File: config.mk
export PLATFORM = sky130hd
export DESIGN_NAME = game_sequencer
export DESIGN_NICKNAME = d
export VERILOG_FILES = /design/src/rtl/dino_pkg.sv /design/src/rtl/bcd_counter4.sv /design/src/rtl/game_sequencer.sv
export SDC_FILE = /design/constraint.sdc
export NUM_CORES = 1
export LEC_CHECK = 0
export ABC_AREA = 0
export CORE_ASPECT_RATIO = 1.2
export CORE_MARGIN = 10
export CORE_UTILIZATION = 45
export CTS_CLUSTER_DIAMETER = 120
export DETAILED_ROUTE_END_ITERATION = 12
export MAX_ROUTING_LAYER = met4
export PLACE_DENSITY = 0.69
export SYNTH_ARGS = -nofsm -noshare
export SYNTH_HDL_FRONTEND = slang
export SYNTH_SLANG_ARGS = --single-unit
export TNS_END_PERCENT = 10
File: constraint.sdc
create_clock -name CLK -period 6.31 [get_ports CLK]
set_clock_uncertainty 0.2 [all_clocks]
set_input_delay 0.9465 -clock CLK [delete_from_list [all_inputs] [get_ports CLK]]
set_output_delay 0.9465 -clock CLK [all_outputs]
set_load 0.01 [all_outputs]
File: src/rtl/dino_pkg.sv
// Shared types and helpers for the dinosaur runner game controller:
// game state enum, packed 4-digit BCD type, default jump length,
// the jump parabola and a digit-wise BCD magnitude compare.
package dino_pkg;

  typedef enum logic [1:0] {
    IDLE = 2'd0,
    RUN  = 2'd1,
    OVER = 2'd2
  } game_state_t;

  // Four BCD digits, [3] is the thousands digit.
  typedef logic [3:0][3:0] bcd4_t;

  localparam int DEF_JUMP_FRAMES = 60;

  // Lift above ground for frame t of the arc: (t*frames - t*t)/6.
  // A 12-bit unsigned intermediate is wide enough for frames <= 63.
  function automatic logic [7:0] jump_height(input logic [5:0] t, input logic [11:0] frames);
    logic [11:0] lin;
    logic [11:0] sq;
    logic [11:0] diff;
    lin  = {6'd0, t} * frames;
    sq   = {6'd0, t} * {6'd0, t};
    diff = lin - sq;
    jump_height = 8'(diff / 12'd6);
  endfunction

  // True when a > b, deciding on the most significant differing digit.
  function automatic logic bcd_gt(input bcd4_t a, input bcd4_t b);
    logic gt;
    logic decided;
    gt      = 1'b0;
    decided = 1'b0;
    for (int i = 3; i >= 0; i--) begin
      if (!decided && (a[i] != b[i])) begin
        gt      = (a[i] > b[i]);
        decided = 1'b1;
      end else begin
        gt      = gt;
        decided = decided;
      end
    end
    bcd_gt = gt;
  endfunction

endpackage

File: src/rtl/bcd_counter4.sv
// Saturating 4-digit BCD incrementer. Increments on en, clears on clear,
// sticks at 9999. hundreds_roll flags an increment that rolls the low two
// digits from 99 to 00 (used to step the speed level).
module bcd_counter4
  import dino_pkg::*;
(
  input  logic  clk,
  input  logic  rst,
  input  logic  clear,
  input  logic  en,
  output bcd4_t count,
  output logic  hundreds_roll
);

  bcd4_t value;
  bcd4_t value_inc;
  logic  carry;
  logic  full;

  assign count = value;

  // Ripple a +1 through the digits and flag saturation / hundreds roll.
  always_comb begin
    value_inc = value;
    carry     = 1'b1;
    full      = (value == 16'h9999);
    for (int i = 0; i < 4; i++) begin
      if (carry) begin
        if (value[i] == 4'd9) begin
          value_inc[i] = 4'd0;
          carry        = 1'b1;
        end else begin
          value_inc[i] = value[i] + 4'd1;
          carry        = 1'b0;
        end
      end else begin
        value_inc[i] = value[i];
      end
    end
    hundreds_roll = en & ~full & (value[1] == 4'd9) & (value[0] == 4'd9);
  end

  // Count register: clear wins over increment, saturated value holds.
  always_ff @(posedge clk or posedge rst) begin
    if (rst) begin
      value <= 16'h0000;
    end else if (clear) begin
      value <= 16'h0000;
    end else if (en && !full) begin
      value <= value_inc;
    end else begin
      value <= value;
    end
  end

endmodule

File: src/rtl/game_sequencer.sv
// Central game controller: IDLE/RUN/OVER state machine, per-frame jump
// trajectory, BCD score and speed level. All outputs are registered.
// Optional feature macro: DINO_HIGHSCORE_EN keeps a best-score register;
// without it high_score is tied to 0.
// A collision or jump press seen on a tick cycle is kept for the next tick
// rather than being lost to that tick's clear.
module game_sequencer
  import dino_pkg::*;
#(
  parameter int JUMP_FRAMES = DEF_JUMP_FRAMES,
  parameter int SCORE_DIV   = 6,
  parameter int MAX_LEVEL   = 7
) (
  input  logic        CLK,
  input  logic        RESET,
  input  logic        fresh,
  input  logic        START,
  input  logic        button_jump,
  input  logic        collision,
  output logic        game_status,
  output logic        crashed,
  output logic        jumping,
  output logic [5:0]  jump_time,
  output logic [7:0]  height,
  output logic [15:0] score,
  output logic [2:0]  level,
  output logic [15:0] high_score
);

  localparam int DIV_W = (SCORE_DIV > 1) ? $clog2(SCORE_DIV) : 1;

  game_state_t      state;
  game_state_t      state_next;
  logic             game_status_next;
  logic             crashed_next;
  logic             fresh_d;
  logic             tick;
  logic             run_tick;
  logic             advance;
  logic             crash;
  logic             enter_run;
  logic             coll_latch;
  logic             jump_req;
  logic [DIV_W-1:0] div;
  logic             score_en;
  logic             hundreds_roll;
  bcd4_t            score_bcd;

  assign tick      = fresh_d & ~fresh;
  assign run_tick  = (state == RUN) & tick;
  assign crash     = run_tick & coll_latch;
  assign advance   = run_tick & ~coll_latch;
  assign enter_run = (state != RUN) & (state_next == RUN);
  assign score_en  = advance & (div == DIV_W'(SCORE_DIV - 1));
  assign score     = score_bcd;

  // State register.
  always_ff @(posedge CLK or posedge RESET) begin
    if (RESET) begin
      state <= IDLE;
    end else begin
      state <= state_next;
    end
  end

  // Next-state logic: START leaves IDLE/OVER, a latched collision ends RUN on a tick.
  always_comb begin
    state_next = state;
    case (state)
      IDLE:    if (START) state_next = RUN;  else state_next = IDLE;
      RUN:     if (crash) state_next = OVER; else state_next = RUN;
      OVER:    if (START) state_next = RUN;  else state_next = OVER;
      default: state_next = IDLE;
    endcase
  end

  // Output decode from the next state so the status flags can be registered.
  always_comb begin
    game_status_next = (state_next == RUN);
    crashed_next     = (state_next == OVER);
  end

  // Registered status flags.
  always_ff @(posedge CLK or posedge RESET) begin
    if (RESET) begin
      game_status <= 1'b0;
      crashed     <= 1'b0;
    end else begin
      game_status <= game_status_next;
      crashed     <= crashed_next;
    end
  end

  // Delayed frame strobe for falling-edge tick detection.
  always_ff @(posedge CLK or posedge RESET) begin
    if (RESET) begin
      fresh_d <= 1'b0;
    end else begin
      fresh_d <= fresh;
    end
  end

  // Collision and jump request latches, live only while running.
  always_ff @(posedge CLK or posedge RESET) begin
    if (RESET) begin
      coll_latch <= 1'b0;
      jump_req   <= 1'b0;
    end else if (enter_run) begin
      coll_latch <= 1'b0;
      jump_req   <= 1'b0;
    end else if (state == RUN) begin
      coll_latch <= collision | (coll_latch & ~tick);
      jump_req   <= button_jump | (jump_req & ~tick);
    end else begin
      coll_latch <= 1'b0;
      jump_req   <= 1'b0;
    end
  end

  // Frame divider between score points.
  always_ff @(posedge CLK or posedge RESET) begin
    if (RESET) begin
      div <= '0;
    end else if (enter_run) begin
      div <= '0;
    end else if (advance) begin
      div <= score_en ? '0 : div + DIV_W'(1);
    end else begin
      div <= div;
    end
  end

  // Jump arc sequencing; presses during an arc are dropped.
  always_ff @(posedge CLK or posedge RESET) begin
    if (RESET) begin
      jumping   <= 1'b0;
      jump_time <= 6'd0;
    end else if (enter_run) begin
      jumping   <= 1'b0;
      jump_time <= 6'd0;
    end else if (advance) begin
      if (jumping && (jump_time == 6'(JUMP_FRAMES))) begin
        jumping   <= 1'b0;
        jump_time <= 6'd0;
      end else if (jumping) begin
        jumping   <= 1'b1;
        jump_time <= jump_time + 6'd1;
      end else if (jump_req) begin
        jumping   <= 1'b1;
        jump_time <= 6'd1;
      end else begin
        jumping   <= jumping;
        jump_time <= jump_time;
      end
    end else begin
      jumping   <= jumping;
      jump_time <= jump_time;
    end
  end

  // Height follows jump_time one cycle later, so a frozen arc freezes height too.
  always_ff @(posedge CLK or posedge RESET) begin
    if (RESET) begin
      height <= 8'd0;
    end else begin
      height <= jump_height(jump_time, 12'(JUMP_FRAMES));
    end
  end

  // Speed level steps on every hundred points, saturating.
  always_ff @(posedge CLK or posedge RESET) begin
    if (RESET) begin
      level <= 3'd0;
    end else if (enter_run) begin
      level <= 3'd0;
    end else if (score_en && hundreds_roll && (level != 3'(MAX_LEVEL))) begin
      level <= level + 3'd1;
    end else begin
      level <= level;
    end
  end

  bcd_counter4 u_score (
    .clk           (CLK),
    .rst           (RESET),
    .clear         (enter_run),
    .en            (score_en),
    .count         (score_bcd),
    .hundreds_roll (hundreds_roll)
  );

`ifdef DINO_HIGHSCORE_EN
  bcd4_t best;

  // Best score captured at the crash, survives restarts.
  always_ff @(posedge CLK or posedge RESET) begin
    if (RESET) begin
      best <= 16'h0000;
    end else if (crash && bcd_gt(score_bcd, best)) begin
      best <= score_bcd;
    end else begin
      best <= best;
    end
  end

  assign high_score = best;
`else
  assign high_score = 16'h0000;
`endif

endmodule

# Word level (Yosys, flattened, before mapping)
# Index checks and enable logic that the tools add are counted.
op_classes:
  add_sub_neg: 8
  n_mul: 2
  div: 1
  n_eq_ne: 13
  n_mux: 37
  bitwise: 17
  reduce_logical: 17
ops:
  columns: ["cell", "count"]
  rows:
  - ["$mux 16", 2]
  - ["$mux 6", 5]
  - ["$mux 4", 7]
  - ["$add 4x1->4 const B", 4]
  - ["$eq 16x16->1 const B", 1]
  - ["$eq 4x4->1 const B", 4]
  - ["$mux 1", 15]
  - ["$mux 3", 5]
  - ["$div 12x3->12 const B", 1]
  - ["$mul 6x6->12", 1]
  - ["$reduce_bool 2->1", 6]
  - ["$sub 12x12->12", 1]
  - ["$and 1x1->1", 11]
  - ["$mul 6x4->10 const B", 1]
  - ["$reduce_and 2->1", 4]
  - ["$add 3x1->3 const B", 2]
  - ["$add 6x1->6 const B", 1]
  - ["$eq 6x6->1 const B", 1]
  - ["$pmux 2 s3", 1]
  - ["$eq 2x1->1 const B", 2]
  - ["$eq 2x2->1 const B", 2]
  - ["$logic_and 1x1->1", 4]
  - ["$mux 2", 2]
  - ["$not 1->1", 4]
  - ["7 further kinds", 8]
totals:
  ff_bits: 44
  in_bits: 6
  output_inout_bits: 52
  word_cells: 110

# Logic depth before layout (Yosys ltp)
# Gate-level depths: netlist (run 1).
depth:
  word_depth: 12
  ltp_mapped: 32
  mapped_depth_nobuf: 29

# Cells and area by module
# From an unflattened synthesis (run 1), not the netlist that was laid out.
unflattened:
  hier_cells: 592
  hier_area_um2: 5097.4
by_module_without_submodules:
  columns: ["mod", "n_inst", "cells_each", "area_per_inst_um2", "seq_area_each_um2"]
  rows:
  - ["game_sequencer", 1, 489, 4081.4, 700.7]
  - ["bcd_counter4", 1, 103, 1016.0, 400.4]

# Least setup slack after synthesis (run 1)
# Ideal clock, no wire load.
synth_path:
  path_kind: "register to register"
  startpoint: "register jump_time[3]"
  endpoint: "register height[0]"
  setup_ns: 0.129
  arrival_ns: 6.506
  required_ns: 5.981
  path_slack_ns: -0.525
  stages_incl_launch_ff: 31
  n_path_buf: 2
  period_less_slack_ns: 6.835
  cell_sequence: "dfrtp_1 inv_1 fa_1 fa_1 inv_1 ha_1 nor2b_1 o21ai_0 nand2b_1 a21o_1 a21oi_1 xor2_1 fa_1 inv_1 ha_1 buf_2 and4_1 a31oi_1 a31oi_1 nor3_2 o21ai_1 a21bo_1 and3_4 buf_6 a41oi_1 o221ai_2 ha_1 nand2_1 nor2_1 a2111oi_2 nor2_1"
synth_between:
  elab_chain_len: 3
  word_cells_on_any_way: 4
  cone_classes: "add/sub (1); mul (2); div (1)"
synth_lines:
  columns: ["item", "line", "text"]
  rows:
  - ["start: declaration", "game_sequencer.sv:23", "output logic [5:0] jump_time,"]
  - ["start signal: assignment", "game_sequencer.sv:147", "jump_time <= jump_time + 6'd1;"]
  - ["start signal: assignment", "game_sequencer.sv:153", "jump_time <= jump_time;"]
  - ["start signal: assignment", "game_sequencer.sv:157", "jump_time <= jump_time;"]
  - ["$mul 6x6->12 / $mul 6x4->10 (equally long branches)", "dino_pkg.sv:24, dino_pkg.sv:23", null]
  - ["$sub 12x12->12 (*)", "dino_pkg.sv:25", "diff = lin - sq;"]
  - ["$div 12x3->12 (*)", "dino_pkg.sv:26", "jump_height = 8'(diff / 12'd6);"]
  - ["end signal: assignment", "game_sequencer.sv:166", "height <= jump_height(jump_time, 12'(JUMP_FRAMES));"]
  - ["end: declaration", "game_sequencer.sv:24", "output logic [7:0] height,"]
# Mark *: on every way between the ends. The rest lies on a longest branch, timed or not.
# A chain may end at the register's enable or synchronous reset.

# Worst setup path in the final report (run 1)
layout_path:
  startpoint: "register jump_time[0]"
  endpoint: "register height[0]"
# The elaborated chain is that of the path after synthesis.

==> Implementation_results.wiki, run 1 <==
{| class="wikitable"
! Metric !! Value
|-
| Run status || complete, but fails checks
|-
| Failing checks || negative setup slack
|-
| Max IR drop VDD || 0.000214 V
|-
| Number of antenna violations at the first check in global routing || 0
|-
| Clock Sinks || between 40 and 50
|-
| Final worst setup slack || -66.0 ps
|-
| Total Negative Setup Slacks || -78.8 ps
|-
| Worst-path maximum fanout || 5
|-
| Antenna cells || 0
|-
| Setup crit start kind || flop
|-
| Hold/Removal Path Class || flop to flop
|-
| Source of the worst register-to-register timing path || jump_time[0]
|-
| Number of nets in the layout || 755
|-
| Total of buffers placed on input and output ports || 41
|-
| Endpoint of the lowest-slack register-to-register path || height[0]
|-
| Core area || 10,600 um2
|-
| Maximum number of buffers from clock root to sink || 2
|-
| Drt via density || ~5.5
|-
| Post-synthesis cell type count || 86
|-
| Initial drt markers || 233
|-
| Reg2Reg Depth || 24
|-
| Number of placement rows || 41
|-
| Max Slew Vio Count || 0
|-
| I/O pin count || 58
|-
| Actual slew at the worst max-slew pin || roughly 700 ps
|-
| Syn Area/Cell || 8.73 um2
|-
| Hold-critical path endpoint || crashed
|-
| Number of enable flip-flop cells after synthesis || 0
|-
| Hold violation count in the final report || 0
|-
| Routed WL per cell || 15.4 um
|-
| Total via count after detailed routing || 4,433
|-
| Worst hold path depth || 1
|-
| Remaining Overflow, GRT || 0
|-
| CTS tree || built
|-
| Remaining design rule violation count || 0
|-
| Clock H-tree levels || 2
|-
| Headroom to the max-slew limit || ~52%
|-
| Starting density of the core || between 40% and 50%
|-
| Number of buffers created by CTS || 5
|-
| Number of global-route vias before repair || 4,608
|-
| Setup violators final || 2
|-
| Unrepaired setup endpoints after global routing || true
|-
| Sequential standard cell area || ~1100 um2
|-
| Setup slack of the most critical reg-to-reg path || -70 ps
|-
| Syn-to-layout area delta || 31.2%
|-
| Y dimension of the die || around 130 um
|-
| Layout cells sized above 1 || 25.6%
|-
| Async set-reset flop share out of synthesis || 100%
|-
| Power per Cell Area || ~480 nW/um2
|-
| Final-layout fill cell count || 922
|-
| CP required || 6280 ps
|-
| Peak Freq || 157 MHz
|-
| Global-route wire length before repair || 21,200 um
|-
| Placer congestion estimate || 0.854
|-
| Clock latency on the worst-skew pair || 300 ps
|-
| Number of max-cap violations || 0
|-
| First-pass detailed-route iteration total || 5
|-
| Die Wd || about 110 um
|-
| Reported leakage power || 0.00290 uW
|-
| Critical setup path kind || flop to flop
|-
| Post-route antenna net violation count || 0
|-
| DP HPWL || slightly below 10,000 um
|-
| Cell count after synthesis || 558
|-
| Type of element capturing the critical path || flop
|-
| Final Cycle Share || 101%
|-
| Buffer cell driving the clock tree root || sky130_fd_sc_hd__clkbuf_16
|-
| Final period demand of the worst path || 6380 ps
|-
| Full die area || ~15,000 um2
|-
| Largest net degree at the start of global routing || 45
|-
| Synth Warn # || 0
|-
| Arrival time reported for the critical path endpoint || 6340 ps
|-
| Footprint of the multi-input gates || 3650 um2
|-
| Proportion of synthesized chip area in sequential cells || approximately 23%
|-
| Worst hold start || state[0]
|-
| Clock-pin transition on the worst setup and hold timing paths || 80 ps
|-
| Cell count after placement || roughly 790
|-
| Synth Register Bits || 44
|-
| Primary flip-flop cell chosen by synthesis mapping || sky130_fd_sc_hd__dfrtp_1
|-
| Cell Count, Final, Fillers Out || 805
|-
| Post-Syn Area || 4870 um2
|-
| Total wire length || ~12,000 um
|-
| Total global-route track usage || between 10% and 20%
|}
[through the flow]
stage	power, uW	hold slack [ps]	setup slack, ps	util, %	area [um2]
3_5_place_dp	2540	322	-265	56.3	5950
3_3_place_gp	2480	310	-192	56.3	5950
6_report	3100	338	-66.0	60.5	6390
5_1_grt	3340	362	-366	60.5	6390
2_1_floorplan	1830	290	-88.7	-	5050
4_1_cts	3050	337	-38.8	60.2	6360
[state kept, by name, summed over array words and instances, names as in the netlist]
| signal | cells |
|---|---|
| div | 3 |
| level | 3 |
| game_status | 1 |
| jump_req | 1 |
| jump_time | 6 |
| crashed | 1 |
| coll_latch | 1 |
| u_score.count | 16 |
| height | 8 |
| fresh_d | 1 |
| jumping | 1 |
| state | 2 |
[synthesized netlist by cell type, types with 3 or more instances]
cell type | n | area [um2]
sky130_fd_sc_hd__a31oi_1 | 7 | 43.8
sky130_fd_sc_hd__o32ai_1 | 3 | 26.3
sky130_fd_sc_hd__mux2i_1 | 3 | 30.0
sky130_fd_sc_hd__buf_6 | 6 | 67.6
sky130_fd_sc_hd__nand3b_1 | 3 | 22.5
sky130_fd_sc_hd__o21a_1 | 6 | 45.0
sky130_fd_sc_hd__a21o_1 | 6 | 45.0
sky130_fd_sc_hd__o211ai_1 | 6 | 45.0
sky130_fd_sc_hd__a21oi_1 | 29 | 145
sky130_fd_sc_hd__nand4_1 | 6 | 37.5
sky130_fd_sc_hd__o31ai_1 | 11 | 82.6
sky130_fd_sc_hd__ha_1 | 51 | 638
sky130_fd_sc_hd__a221oi_1 | 3 | 26.3
sky130_fd_sc_hd__xnor2_1 | 13 | 114
sky130_fd_sc_hd__clkbuf_1 | 5 | 18.8
sky130_fd_sc_hd__nand3_1 | 16 | 80.1
sky130_fd_sc_hd__buf_4 | 20 | 150
sky130_fd_sc_hd__inv_1 | 59 | 221
sky130_fd_sc_hd__nand2_1 | 35 | 131
sky130_fd_sc_hd__nor3_1 | 16 | 80.1
sky130_fd_sc_hd__xor2_1 | 6 | 52.6
sky130_fd_sc_hd__and3_1 | 4 | 25.0
sky130_fd_sc_hd__nand2b_1 | 8 | 50.1
sky130_fd_sc_hd__fa_1 | 23 | 460
sky130_fd_sc_hd__or2_2 | 3 | 18.8
sky130_fd_sc_hd__a311oi_1 | 3 | 26.3
sky130_fd_sc_hd__dfrtp_1 | 44 | 1100
sky130_fd_sc_hd__o21ai_1 | 6 | 30.0
sky130_fd_sc_hd__o21ai_0 | 29 | 145
sky130_fd_sc_hd__a21oi_2 | 3 | 26.3
sky130_fd_sc_hd__mux2_2 | 3 | 33.8
sky130_fd_sc_hd__nor2_1 | 53 | 199
[layer usage]
layer / global-route usage, % / vias to the layer above / wire length, um
li1: - / 2176 / -
met1: 18.2 / 2144 / 5170
met2: 29.5 / 90 / 6480
met3: 2.05 / 23 / 491
met4: 5.65 / 0 / 278
met5: - / - / 0
[worst max-delay path, stage by stage, from the launching register on]
cell and delay (ps):
sky130_fd_sc_hd__dfrtp_2 430, sky130_fd_sc_hd__buf_4 150, sky130_fd_sc_hd__inv_2 50, sky130_fd_sc_hd__nor2_1 50, sky130_fd_sc_hd__fa_1 540, sky130_fd_sc_hd__inv_1 70, sky130_fd_sc_hd__fa_1 490, sky130_fd_sc_hd__fa_1 550
sky130_fd_sc_hd__inv_1 60, sky130_fd_sc_hd__fa_1 520, sky130_fd_sc_hd__inv_1 60, sky130_fd_sc_hd__ha_4 290, sky130_fd_sc_hd__o211ai_2 100, sky130_fd_sc_hd__a21o_4 240, sky130_fd_sc_hd__a21o_2 220, sky130_fd_sc_hd__a211oi_4 260
sky130_fd_sc_hd__buf_6 150, sky130_fd_sc_hd__nor3_1 50, sky130_fd_sc_hd__a311o_1 300, sky130_fd_sc_hd__a2bb2oi_2 210, sky130_fd_sc_hd__and3_4 250, sky130_fd_sc_hd__mux2_4 300, sky130_fd_sc_hd__a211o_1 290, sky130_fd_sc_hd__a2111oi_2 340
sky130_fd_sc_hd__nor2_1 70
[final cells by class]
cell class / instances / area share [%]
inverters: 59 / 3.52
flip-flops and latches: 44 / 17.3
multi-input cells: 438 / 57.2
repair buffers: 127 / 16.8
well taps: 129 / 2.53
clock buffers: 5 / 1.96
clock inverters: 3 / 0.744
[kinds of logic after synthesis]
kind of cell	Yosys count	synth area share, %
other	1	0.0770
adder cells (fa/ha/maj)	75	22.8
AO/OA/AOI/OAI	150	21.7
multiplexers	7	1.62
flip-flops	44	22.6
buffers and inverters	91	9.50
AND/OR/NAND/NOR	170	18.0
XOR/XNOR	20	3.75
[worst max path at each step]
stage	cells after the start	end	from	slack (ps)
after floorplan	27	height[0]	jump_time[3]	-90
after CTS	28	height[0]	jump_time[0]	-40
final	24	height[0]	jump_time[0]	-70
after detailed placement	28	height[0]	jump_time[0]	-270
after global routing	24	height[0]	jump_time[1]	-370
after global placement	28	height[0]	jump_time[0]	-190
[layout by cell type, fill, tap and decap left out, types with 16 or more instances in the layout]
cell type,instances
sky130_fd_sc_hd__clkdlybuf4s50_1,41
sky130_fd_sc_hd__o21ai_0,26
sky130_fd_sc_hd__conb_1,16
sky130_fd_sc_hd__nor2_1,50
sky130_fd_sc_hd__buf_4,82
sky130_fd_sc_hd__a21oi_1,26
sky130_fd_sc_hd__ha_1,45
sky130_fd_sc_hd__dfrtp_1,39
sky130_fd_sc_hd__inv_1,52
sky130_fd_sc_hd__nand2_1,35
sky130_fd_sc_hd__fa_1,22
[what timing repair did]
action	CTS	global route
hold buffers	0	0
pin swaps	21	4
setup buffers	8	1
setup endpoints to repair	2	4
gates resized for setup	35	3
[where the power goes]
| group | switching (uW) | internal (uW) | leakage, uW |
|---|---|---|---|
| Clock | 118 | 188 | 0.0000840 |
| Combinational | 1180 | 1170 | 0.00226 |
| Sequential | 67.1 | 375 | 0.000561 |
No activity file was read; power rests on OpenSTA's default activity.
==> inputs of run 2 (changes only) <==
--- a/config.mk
+++ b/config.mk
@@ -10,10 +10,11 @@
 export CORE_MARGIN = 10
 export CORE_UTILIZATION = 45
 export CTS_CLUSTER_DIAMETER = 120
+export CTS_CLUSTER_SIZE = 30
 export DETAILED_ROUTE_END_ITERATION = 12
 export MAX_ROUTING_LAYER = met4
 export PLACE_DENSITY = 0.69
 export SYNTH_ARGS = -nofsm -noshare
 export SYNTH_HDL_FRONTEND = slang
 export SYNTH_SLANG_ARGS = --single-unit
-export TNS_END_PERCENT = 10
+export TNS_END_PERCENT = 30
==> results of run 2 <==
Final layout, timing and power as in run 1 (identical DEF).
